`config.mk`:
```
export PLATFORM = sky130hd
export DESIGN_NAME = readout_sequencer
export DESIGN_NICKNAME = d
export VERILOG_FILES = /design/src/rtl/readout_sequencer_pkg.sv /design/src/rtl/readout_sequencer.sv
export SDC_FILE = /design/constraint.sdc
export NUM_CORES = 1
export LEC_CHECK = 0
export BUFFER_PORTS_ARGS = -buffer_cell sky130_fd_sc_hd__buf_2
export CAP_MARGIN = 30
export CORE_MARGIN = 10
export CORE_UTILIZATION = 40
export DETAILED_ROUTE_END_ITERATION = 6
export GPL_TIMING_DRIVEN = 0
export PLACE_DENSITY = 0.55
export SYNTH_ARGS = -nofsm -noshare
export SYNTH_HDL_FRONTEND = slang
export SYNTH_SLANG_ARGS = --single-unit
```
`constraint.sdc`:
```
create_clock -name i_clk -period 2.7 [get_ports i_clk]
set_input_delay 0.135 -clock i_clk [delete_from_list [all_inputs] [get_ports i_clk]]
set_output_delay 0.135 -clock i_clk [all_outputs]
set_load 0.05 [all_outputs]
```
`src/rtl/readout_sequencer_pkg.sv`:
```
`default_nettype none
// ============================================================================
// Module : readout_sequencer_pkg
// Brief  : Shared logic-analyzer FSM state encoding and frame constants.
// Rev    : 1.0  initial release
// ============================================================================
package readout_sequencer_pkg;

  localparam logic [7:0] C_SYNC_BYTE = 8'hA5;

  typedef enum logic [3:0] {
    ST_IDLE   = 4'd0,
    ST_SYNC   = 4'd1,
    ST_POP    = 4'd2,
    ST_WAIT_Q = 4'd3,
    ST_DATA   = 4'd4,
    ST_CNT_HI = 4'd5,
    ST_CNT_LO = 4'd6,
    ST_CSUM   = 4'd7,
    ST_DONE   = 4'd8
  } state_t;

endpackage
`default_nettype wire

```
`src/rtl/readout_sequencer.sv`:
```
`default_nettype none
// ============================================================================
// Module : readout_sequencer
// Brief  : Drains sample words from a FIFO into a sync/data/count/xor framed
//          byte stream with valid/ready handshaking.
// Rev    : 1.0  initial release
// ============================================================================
module readout_sequencer
  import readout_sequencer_pkg::*;
#(
  parameter logic [7:0] SYNC_BYTE = C_SYNC_BYTE,
  parameter int         MAX_WORDS = 256
) (
  input  logic        i_clk,
  input  logic        i_mrst,
  input  logic        i_start,
  input  logic        i_run,
  input  logic        i_fifo_empty,
  input  logic [31:0] i_fifo_q,
  output logic        o_fifo_rdreq,
  output logic [7:0]  o_byte,
  output logic        o_byte_valid,
  input  logic        i_byte_ready,
  output logic        o_busy,
  output logic        o_frame_done
);

  localparam logic [15:0] C_MAX_WORDS = 16'(MAX_WORDS);

  state_t      r_state;
  logic        r_run_d;
  logic [15:0] r_count;
  logic [7:0]  r_csum;
  logic [31:0] r_shift;
  logic [1:0]  r_idx;
  logic [7:0]  r_byte;
  logic        r_valid;
  logic        r_done;

  logic w_start;
  logic w_xfer;
  logic w_pop;

  assign w_start = i_start | (r_run_d & ~i_run);
  assign w_xfer  = r_valid & i_byte_ready;
  // The pop is issued straight from POP so the FIFO's one-cycle read latency
  // lands exactly in WAIT_Q; gating on the empty flag keeps it underflow-safe.
  assign w_pop   = (r_state == ST_POP) & ~i_fifo_empty & (r_count < C_MAX_WORDS);

  assign o_fifo_rdreq = w_pop;
  assign o_byte       = r_byte;
  assign o_byte_valid = r_valid;
  assign o_busy       = (r_state != ST_IDLE);
  assign o_frame_done = r_done;

  always_ff @(posedge i_clk or posedge i_mrst) begin
    if (i_mrst) begin
      r_state <= ST_IDLE;
      r_run_d <= 1'b0;
      r_count <= 16'd0;
      r_csum  <= 8'd0;
      r_shift <= 32'd0;
      r_idx   <= 2'd0;
      r_byte  <= 8'd0;
      r_valid <= 1'b0;
      r_done  <= 1'b0;
    end else begin
      r_run_d <= i_run;
      r_done  <= 1'b0;
      case (r_state)
        ST_IDLE: begin
          if (w_start) begin
            r_state <= ST_SYNC;
            r_count <= 16'd0;
            r_csum  <= 8'd0;
            r_byte  <= SYNC_BYTE;
            r_valid <= 1'b1;
          end
        end
        ST_SYNC: begin
          if (w_xfer) begin
            r_valid <= 1'b0;
            r_state <= ST_POP;
          end
        end
        ST_POP: begin
          if (w_pop) begin
            r_state <= ST_WAIT_Q;
          end else begin
            r_byte  <= r_count[15:8];
            r_csum  <= r_csum ^ r_count[15:8];
            r_valid <= 1'b1;
            r_state <= ST_CNT_HI;
          end
        end
        ST_WAIT_Q: begin
          // Checksum accumulates as each byte is presented, so it is final
          // by the time the low count byte has been folded in.
          r_shift <= {i_fifo_q[23:0], 8'h00};
          r_byte  <= i_fifo_q[31:24];
          r_csum  <= r_csum ^ i_fifo_q[31:24];
          r_count <= r_count + 16'd1;
          r_idx   <= 2'd0;
          r_valid <= 1'b1;
          r_state <= ST_DATA;
        end
        ST_DATA: begin
          if (w_xfer) begin
            if (r_idx == 2'd3) begin
              r_valid <= 1'b0;
              r_state <= ST_POP;
            end else begin
              r_byte  <= r_shift[31:24];
              r_csum  <= r_csum ^ r_shift[31:24];
              r_shift <= {r_shift[23:0], 8'h00};
              r_idx   <= r_idx + 2'd1;
            end
          end
        end
        ST_CNT_HI: begin
          if (w_xfer) begin
            r_byte  <= r_count[7:0];
            r_csum  <= r_csum ^ r_count[7:0];
            r_state <= ST_CNT_LO;
          end
        end
        ST_CNT_LO: begin
          if (w_xfer) begin
            r_byte  <= r_csum;
            r_state <= ST_CSUM;
          end
        end
        ST_CSUM: begin
          if (w_xfer) begin
            r_valid <= 1'b0;
            r_done  <= 1'b1;
            r_state <= ST_DONE;
          end
        end
        ST_DONE: begin
          r_state <= ST_IDLE;
        end
        default: begin
          r_state <= ST_IDLE;
        end
      endcase
    end
  end

endmodule
`default_nettype wire

```
Word-level counts from Yosys, hierarchy flattened. Index checks and enable logic that the tools add are counted.

Word-level logic and storage cells: 93. Input port bits: 38. Bits in registers: 73.

Bitwise gates (word level): 11. Add/sub/neg operators: 2. Mux-type cells: 38. Magnitude comparators: 1. Eq/ne operators: 18. Reductions and logical operators: 14.

Operators with widths (count): $mux 8 (11); $mux 32 (2); $pmux 32 s2 (1); $pmux 8 s6 (1); $pmux 8 s5 (1); $pmux 16 s2 (1); $pmux 4 s8 (1); $xor 8x8->8 (4); $mux 4 (7); $ne 2x2->1 const B (9); $add 16x1->16 const B (1); $eq 4x3->1 const B (4); $lt 16x9->1 const B (1); $mux 16 (1); $reduce_and 7->1 (2); $reduce_and 6->1 (2); $reduce_bool 5->1 (2); $eq 4x2->1 const B (2); $mux 1 (7); $reduce_bool 6->1 (1); $pmux 1 s5 (1); $and 1x1->1 (4); $eq 4x1->1 const B (1); $logic_not 4->1 (1); other kinds (13) (16).

Logic depth before layout (Yosys ltp). Gate-level depths: netlist of run 1.

Depth after elaboration: 5. Mapped depth: 8.

Worst setup path after synthesis of run 1. OpenSTA, ideal clock, no wires.

Kind: reg2reg. From: reg r_state[0]. To: reg r_byte[0] (netlist: o_byte[0]). Data required time: 2575 ps. Slack: 531 ps. Cell stages (with the launch flop): 7. Data arrival time: 2045 ps. Cells stage by stage: dfrtp_1 > buf_6 > or4_4 > nor3_4 > nor2_1 > nand4_2 > mux2_2.

Word-level cells in the longest chain between the ends: 5. Elaborated cells between the ends (all ways): 17.

RTL lines: start: declaration (RTL line readout_sequencer.sv:30) `state_t r_state;`; start signal: assignment (RTL line readout_sequencer.sv:58) `r_state <= ST_IDLE;`; start signal: assignment (RTL line readout_sequencer.sv:73) `r_state <= ST_SYNC;`; start signal: assignment (RTL line readout_sequencer.sv:83) `r_state <= ST_POP;`; $eq 4x2->1 (RTL line readout_sequencer.sv:48, readout_sequencer.sv:70); $and 1x1->1 (2 in series) (RTL line readout_sequencer.sv:48) `assign w_pop = (r_state == ST_POP) & ~i_fifo_empty & (r_count < C_MAX_WORDS);`; $ne 2x2->1 (no source line); $reduce_and 7->1 (no source line); end signal: assignment (RTL line readout_sequencer.sv:90) `r_byte <= r_count[15:8];`; end signal: assignment (RTL line readout_sequencer.sv:100) `r_byte <= i_fifo_q[31:24];`; end signal: assignment (RTL line readout_sequencer.sv:113) `r_byte <= r_shift[31:24];`; end: declaration (RTL line readout_sequencer.sv:36) `logic [7:0] r_byte;`.

Parallel ways exist; a longest one is shown, timed or not. A chain may end at the register's enable or synchronous reset.

Worst setup path after layout of run 1.
From: reg r_count[11]. To: reg r_csum[0].

Word-level cells in the longest chain between the ends: 4.

RTL lines: start: declaration (RTL line readout_sequencer.sv:32) `logic [15:0] r_count;`; start signal: assignment (RTL line readout_sequencer.sv:102) `r_count <= r_count + 16'd1;`; $lt 16x9->1 (RTL line readout_sequencer.sv:48); $and 1x1->1 (RTL line readout_sequencer.sv:48); $ne 2x2->1 (no source line); $reduce_and 6->1 (no source line); end signal: assignment (RTL line readout_sequencer.sv:91) `r_csum <= r_csum ^ r_count[15:8];`; end signal: assignment (RTL line readout_sequencer.sv:101) `r_csum <= r_csum ^ i_fifo_q[31:24];`; end signal: assignment (RTL line readout_sequencer.sv:114) `r_csum <= r_csum ^ r_shift[31:24];`; end: declaration (RTL line readout_sequencer.sv:33) `logic [7:0] r_csum;`.

Every way passes these cells.

==> impl_results.md, run 1 <==
- Vias per Instance: between 5 and 6
- Compound-gate portion of the synthesized area: 17.7%
- Average wire per standard cell: 18.0 µm
- Fillers: ~900
- Max frequency: ~0.41 GHz
- Total Wirelength: roughly 11,000 µm
- Worst Reg-to-Reg Cells: 6
- Post CTS Setup Buffer Count: 0
- Multi-input logic area: a little under 0.002 mm²
- H-tree levels: 3
- Post-route cell area: around 0.0044 mm²
- Largest family of logic cells by synthesized area: simple AND/OR/NAND/NOR gates
- N_diodes: 0
- Die ar.: about 0.014 mm²
- Crit. End Element: flip-flop
- CTS tree: done
- WHS Endpoint: r_shift[14]$_DFFE_PP0P_
- Critical R2R Capture: r_csum[0]$_DFFE_PP0P_
- Global-route wire length before repair: 17,500 µm
- PwrDens: 1290 mW/mm²
- Final net count: 524
- Clock Pin Slew Worst Setup and Hold Paths: about 0.07 ns
- Max Fanout on Critical Path: 9
- Lkg Pwr: approximately 2.0 nW
- Vias in the first global route: between 3,000 and 4,000
- Fin crit share: just over 90%
- Ys Warns: 0
- Netlist cell types: roughly 60
- Mux contribution to synthesized area: approximately 5.4%
- DP HPWL: between 7000 and 8000 µm
- Setup crit start kind: flip-flop
- Async set or reset register ratio after synthesis: 100%
- Max-cap viol count: 0
- Via count: between 3,000 and 4,000
- CP required: approximately 2.9 ns
- GPL Wtd Cong: just under 0.9
- Storage element area: 0.00163 mm²
- Grt total ovfl: 0
- Final Max Slew Viols: 0
- Worst setup path class: reg -> reg
- Layout area overhead: 17.2%
- Synthesized cell area: 0.00375 mm²
- Buffers on Ports: between 40 and 50
- Peak supply drop: about 0.35 mV
- Sink Count: 65
- DRT antenna net count: 0
- Dpl cell area: 0.00413 mm²
- Adder-Cell Fraction of Synth Area: less than 1%
- Clock Latency Late Sink: ~0.35 ns
- Synth Instances: 418
- Post-synth EDFFs: 0
- Worst R2R Setup Slack: 0.25 ns
- Status: finished clean
- Worst hold path type: in -> reg
- Clock Skews: approximately 0.014 ns
- Pin count of the biggest net entering global routing: 66
- Die Span Y: 117 µm
- Finished Layout Cells: 600
- Crit path DAT: roughly 2.7 ns
- XOR/XNOR share of the synthesized area: less than 1%
- Global Route Usage Sum: between 10% and 20%
- Worst rel slew slack: between 30% and 40%
- CTS buffer count: 9
- Root buf cell: clkbuf_8
- Layout cells sized above 1: 20.7%
- Synth Area in Simple Gates: 27.3%
- Top FF cell, synth: dfrtp_1
- RSZ-0062 raised after global routing: no
- Core Region: roughly 0.009 mm²
- Final worst path period need: about 2.5 ns
- Initial antenna violation count: 0
- Final Hold Fails: 0
- Setup violations, final: 0
- Sequential share of the synthesized area: a little over two fifths
- Avg Cell Area, Syn: 8.96 µm²
- DR DRC count: 0
- Post-route setup TNS: 0 ns
- Hold Path Depth: 3
- Worst Max-Slew Pin Slew: between 0.9 and 1 ns
- Starting Density: about two fifths
- #FFs+latches synth: 65
- Violation count after the first detailed-route iteration: 184
- Worst Hold Launch: i_fifo_q[6]
- TritonRoute pass-1 iters: 5
- Origin of the critical flop-to-flop path: r_count[11]$_DFFE_PP0P_
- Syn nets: 458
- Ports: 50
- Die extent in x: 117 µm
- Placed cells: about 580
- Maximum clock insertion buffer count: 2
- Row cnt: 35
-- cell type report --
cell class,count,area share [%]
buffer,31,3.59
clock buffer,11,3.22
clock inverter,5,1.25
inverter,4,0.399
multi-input combinational,318,44.4
sequential,65,37.1
tap,111,3.16
timing repair buffer,55,6.96
-- critical path, stage by stage (launching register included) --
cell	delay, ns
dfrtp_1	0.32
clkbuf_1	0.35
nor4b_1	0.15
a41oi_2	0.38
nor4b_2	0.84
nand2_1	0.11
o21a_1	0.19
-- where the power goes --
part	switching, W	internal (W)
logic	0.00189	0.00122
registers	0.000316	0.00139
clock network	0.000398	0.000449
-- metal layers --
layer,share of wire [%],GRT usage [%],vias up
met4,1.8,5.52,0
li1,-,-,1652
met5,0,0,-
met2,45,25.2,115
met3,6.8,4.69,16
met1,46,21.7,1574
-- synthesized netlist by cell type (all sizes together) (2+ instances only) --
master	number	area, µm²
nand2	80	308
dfrtp	65	1630
nor2	29	109
a31oi	28	175
nand3	23	115
clkbuf	18	67.6
o21ai	16	80.1
a21oi	15	75.1
buf	13	90.1
nand2b	13	81.3
mux2i	10	100
mux2	9	101
nor2b	7	43.8
a22oi	6	45.0
nor4b	6	71.3
and2	5	31.3
nand4	5	37.5
nor3	5	36.3
o211ai	5	37.5
inv	4	15.0
a221o	3	30.0
a22o	3	26.3
and3	3	18.8
nand4bb	3	33.8
o21bai	3	22.5
o221ai	3	26.3
xor2	3	26.3
a21o	2	15.0
a31o	2	17.5
ha	2	25.0
nand3b	2	15.0
nand4b	2	17.5
nor4	2	12.5
o21a	2	15.0
o31ai	2	15.0
or3b	2	17.5
-- flip-flops by register name (all words and copies together) (netlist names) --
register / count
o_byte: 8
o_byte_valid: 1
o_frame_done: 1
r_count: 16
r_csum: 8
r_idx: 2
r_run_d: 1
r_shift: 24
r_state: 4
-- kinds of logic after synthesis --
group | Yosys count
AND/OR/NAND/NOR | 195
AO/OA/AOI/OAI | 98
flip-flops | 65
buffers and inverters | 35
multiplexers | 19
XOR/XNOR | 4
adder cells (fa/ha/maj) | 2
-- per-stage QoR --
| stage | power (W) | hold slack, ns | worst slack (ns) | util, % |
|---|---|---|---|---|
| after global placement | 0.00480 | 0.259 | -0.00381 | 44.9 |
| final | 0.00566 | 0.00657 | 0.248 | 47.7 |
| after detailed placement | 0.00483 | 0.263 | 0.335 | 44.9 |
| after global routing | 0.00615 | 0.0162 | 0.0888 | 47.7 |
| after CTS | 0.00569 | 0.000442 | 0.312 | 47.7 |
| after floorplan | 0.00403 | 0.166 | 0.531 | - |
-- placed cells by master (no fill, tap or decap), drive strengths merged, types with 7 or more instances in the layout --
cell type | synthesis | routed
nand2 | 80 | 80
dfrtp | 65 | 65
buf | 13 | 62
o21ai | 16 | 16
clkbuf | 18 | 29
nor2 | 29 | 29
mux2i | 10 | 10
a21oi | 15 | 15
a31oi | 28 | 28
nand3 | 23 | 23
nor2b | 7 | 7
nand2b | 13 | 13
mux2 | 9 | 9
-- worst max path at each step --
stage	startpoint	end	slack, ns
floorplan	r_state[0]$_DFFE_PP0P_	o_byte[0]$_DFFE_PP0P_	0.53
global placement	i_mrst	r_csum[7]$_DFFE_PP0P_	-0.004
detailed placement	r_count[11]$_DFFE_PP0P_	r_csum[0]$_DFFE_PP0P_	0.33
CTS	r_count[11]$_DFFE_PP0P_	r_csum[0]$_DFFE_PP0P_	0.31
global route	r_count[11]$_DFFE_PP0P_	r_csum[0]$_DFFE_PP0P_	0.09
finish	r_count[11]$_DFFE_PP0P_	r_csum[0]$_DFFE_PP0P_	0.25
-- timing repair --
item / CTS / global route
resized for setup: 0 / 0
hold endpoints to repair: 43 / 0
hold buffers: 6 / 0
(Power assumes the default switching activity.)
==> inputs of run 2 (changes only) <==
--- a/config.mk
+++ b/config.mk
@@ -5,6 +5,7 @@
 export SDC_FILE = /design/constraint.sdc
 export NUM_CORES = 1
 export LEC_CHECK = 0
+export ABC_AREA = 1
 export BUFFER_PORTS_ARGS = -buffer_cell sky130_fd_sc_hd__buf_2
 export CAP_MARGIN = 30
 export CORE_MARGIN = 10
==> impl_results.md, run 2 <==
- Status: finished clean
- DRT antenna net count: 0
- Placed cells: about 730
- Adder-Cell Fraction of Synth Area: 0.659%
- Top-count cell post-synth: nand2_1
- Dominant cell type by area after synthesis: dfrtp_1
- Top FF cell, synth: dfrtp_1
- Largest register by flop count: r_shift
- Die extent in x: approximately 120 µm
- Synth Instances: around 550
- Max Fanout on Critical Path: 7
- Async set or reset register ratio after synthesis: between 90% and 100%
- CTS Hold Bufs: 2
- Final worst path period need: about 2.3 ns
- Lkg Pwr: about 2.4 nW
- Synthesized cell area: approximately 0.0038 mm²
- Layout area overhead: 17.3%
- Root buf cell: clkbuf_8
- N_diodes: 0
- Worst Hold Margin: approximately 0.034 ns
- Average wire per standard cell: ~14 µm
- Mux contribution to synthesized area: less than 1%
- Peak supply drop: 0.217 mV
- Yosys top cell area share: between 40% and 50%
- Buffers on Ports: around 50
- Post-route setup TNS: 0 ns
- Vias in the first global route: approximately 3,800
- Max frequency: approximately 0.44 GHz
- CP cell instances: nor2_2 > nand2_1 > nor2_1 > nand3b_1 > inv_1 > buf_2
- Violation count after the first detailed-route iteration: between 200 and 300
- RSZ-0062 raised after global routing: no
- DP HPWL: 7980 µm
- Worst Reg-to-Reg Cells: 9
- Clock Latency Late Sink: ~0.34 ns
- Max-cap viol count: 0
- Max reg flops: 24
- Die ar.: approximately 0.014 mm²
- CP required: between 2 and 3 ns
- Ys Warns: 0
- Regs by FF count: r_shift x24, r_count x16
- Worst setup path class: reg -> out
- Pin count of the biggest net entering global routing: 66
- Final Hold Fails: 0
- Most frequent cells in the layout: nand2_1 (174), dfrtp_1 (65), inv_1 (62), nand3_1 (59), nor2_1 (57)
- Avg Cell Area, Syn: approximately 6.9 µm²
- Clock Skews: 0.00682 ns
- Synth Area in Simple Gates: 37.6%
- Starting Density: between 40 and 50%
- CTS tree: done
- Grt total ovfl: 0
- Worst hold path type: in -> reg
- Post-synth EDFFs: 0
- H-tree levels: 3
- Final net count: 650
- Via count: between 3,000 and 4,000
- TritonRoute pass-1 iters: 4
- Die Span Y: 117 µm
- Crit. End Element: output pin
- Fillers: 1,007
- Netlist cell types: 30
- Initial antenna violation count: 0
- DR DRC count: 0
- Ports: 50
- Crit path DAT: between 2 and 2.5 ns
- Top cells by area, synth: dfrtp_1 (43%), nand2_1 (17%), nand3_1 (7.8%)
- Finished Layout Cells: 743
- Compound-gate portion of the synthesized area: 9.32%
- Setup crit start kind: flip-flop
- Global Route Usage Sum: between 10% and 20%
- Critical path's largest stage delay: between 0.4 and 0.5 ns
- Post_cts resized: 0
- Tot Pwr: 0.00200 W
- Setup violations, final: 0
- Synth top cells by count: nand2_1 (174), dfrtp_1 (65), inv_1 (63)
- Worst Max-Slew Pin Slew: around 0.84 ns
- GPL Wtd Cong: 0.877
- Final Util: about half
- Row cnt: 35
- XOR/XNOR share of the synthesized area: less than 1%
- Fin crit share: a little over four fifths
- Global-route wire length before repair: ~18,000 µm
- Total Wirelength: 10,600 µm
- Slowest-stage cell, CP: dfrtp_1
- Most common cell after layout, fill and taps aside: nand2_1
- Vias per Instance: 4.83
- Final Max Slew Viols: 0
- Worst rel slew slack: 43.7%
- Core Region: slightly above 0.009 mm²
- CTS buffer count: 9
- Sink Count: between 60 and 70
- #FFs+latches synth: 65
- Largest family of logic cells by synthesized area: simple AND/OR/NAND/NOR gates
- Maximum clock insertion buffer count: 2
- PwrDens: ~450 mW/mm²
- Hold Path Depth: 3
- Sequential share of the synthesized area: 42.8%
- Syn nets: around 590
- Layout cells sized above 1: between 10% and 20%
- Post CTS Setup Buffer Count: 0
- Clock Pin Slew Worst Setup and Hold Paths: 0.07 ns
## run 2: cell types whose count changed in the layout (fill, tap and decap cells not counted), sizes merged, moves of 13 or more
cell,delta
nand2,+98
inv,+66
nand2b,-13
o21ai,+42
a31oi,-28
nor2,+31
nand3,+44
## run 2: per-stage QoR
| step | instance area (µm²) | worst slack [ns] |
|---|---|---|
| floorplan | 3800 | 0.741 |
| global placement | 4210 | -0.0598 |
| detailed placement | 4210 | 0.626 |
| CTS | 4460 | 0.407 |
| global route | 4460 | 0.157 |
| finish | 4460 | 0.407 |
## run 2: where the power goes
group	internal [W]	total, W	switching, W
logic	0.0000218	0.0000533	0.0000315
registers	0.000974	0.000974	0.000000314
clock network	0.000592	0.000975	0.000383
total	0.00159	0.00200	0.000414
## run 2: critical path, delay by kind of cell (launching register included)
family | cells | cell delay (ns)
DFF | 1 | 0.46
and+or+nand+nor | 4 | 0.89
buffers and inverters | 2 | 0.46
## run 2: kinds of logic (layout without fill, tap and decap cells)
logic type / Yosys count / after routing
and+or+nand+nor: 323 / 323
buffers and inverters: 86 / 152
AOI/OAI and AO/OA: 70 / 70
DFF: 65 / 65
adders and majority gates: 2 / 2
xor gates and xnor gates: 1 / 1
muxes: 1 / 1
## run 2: layout make-up
class                      count  area, µm²  share of cell area, %
multi-input combinational    397       1830                   40.9
sequential                    65       1630                   36.5
timing repair buffer          51        265                   5.95
inverter                      70        265                   5.95
clock buffer                  13        169                   3.79
tap                          129        161                   3.62
buffer                        16       85.1                   1.91
clock inverter                 2       60.1                   1.35
## run 2: layer usage
metal,share of wire (%),GRT usage (%)
met5,0,0
met4,1.1,5.02
met3,4.2,3.69
met2,47,26.3
met1,47,19.3
## run 2: worst paths after layout
check                                       startpoint                 endpoint  slack, ns
worst max-delay path            r_state[3]$_DFFE_PP0P_             o_fifo_rdreq       0.41
worst min-delay path                       i_fifo_q[6]  r_shift[14]$_DFFE_PP0P_       0.03
worst max register to register  r_state[0]$_DFFE_PP0P_  r_count[10]$_DFFE_PP0P_       0.61
worst min register to register   o_byte[5]$_DFFE_PP0P_    o_byte[5]$_DFFE_PP0P_       0.48
max in group asynchronous                       i_mrst  r_shift[20]$_DFFE_PP0P_       1.63
min in group asynchronous                       i_mrst   r_shift[8]$_DFFE_PP0P_       0.51
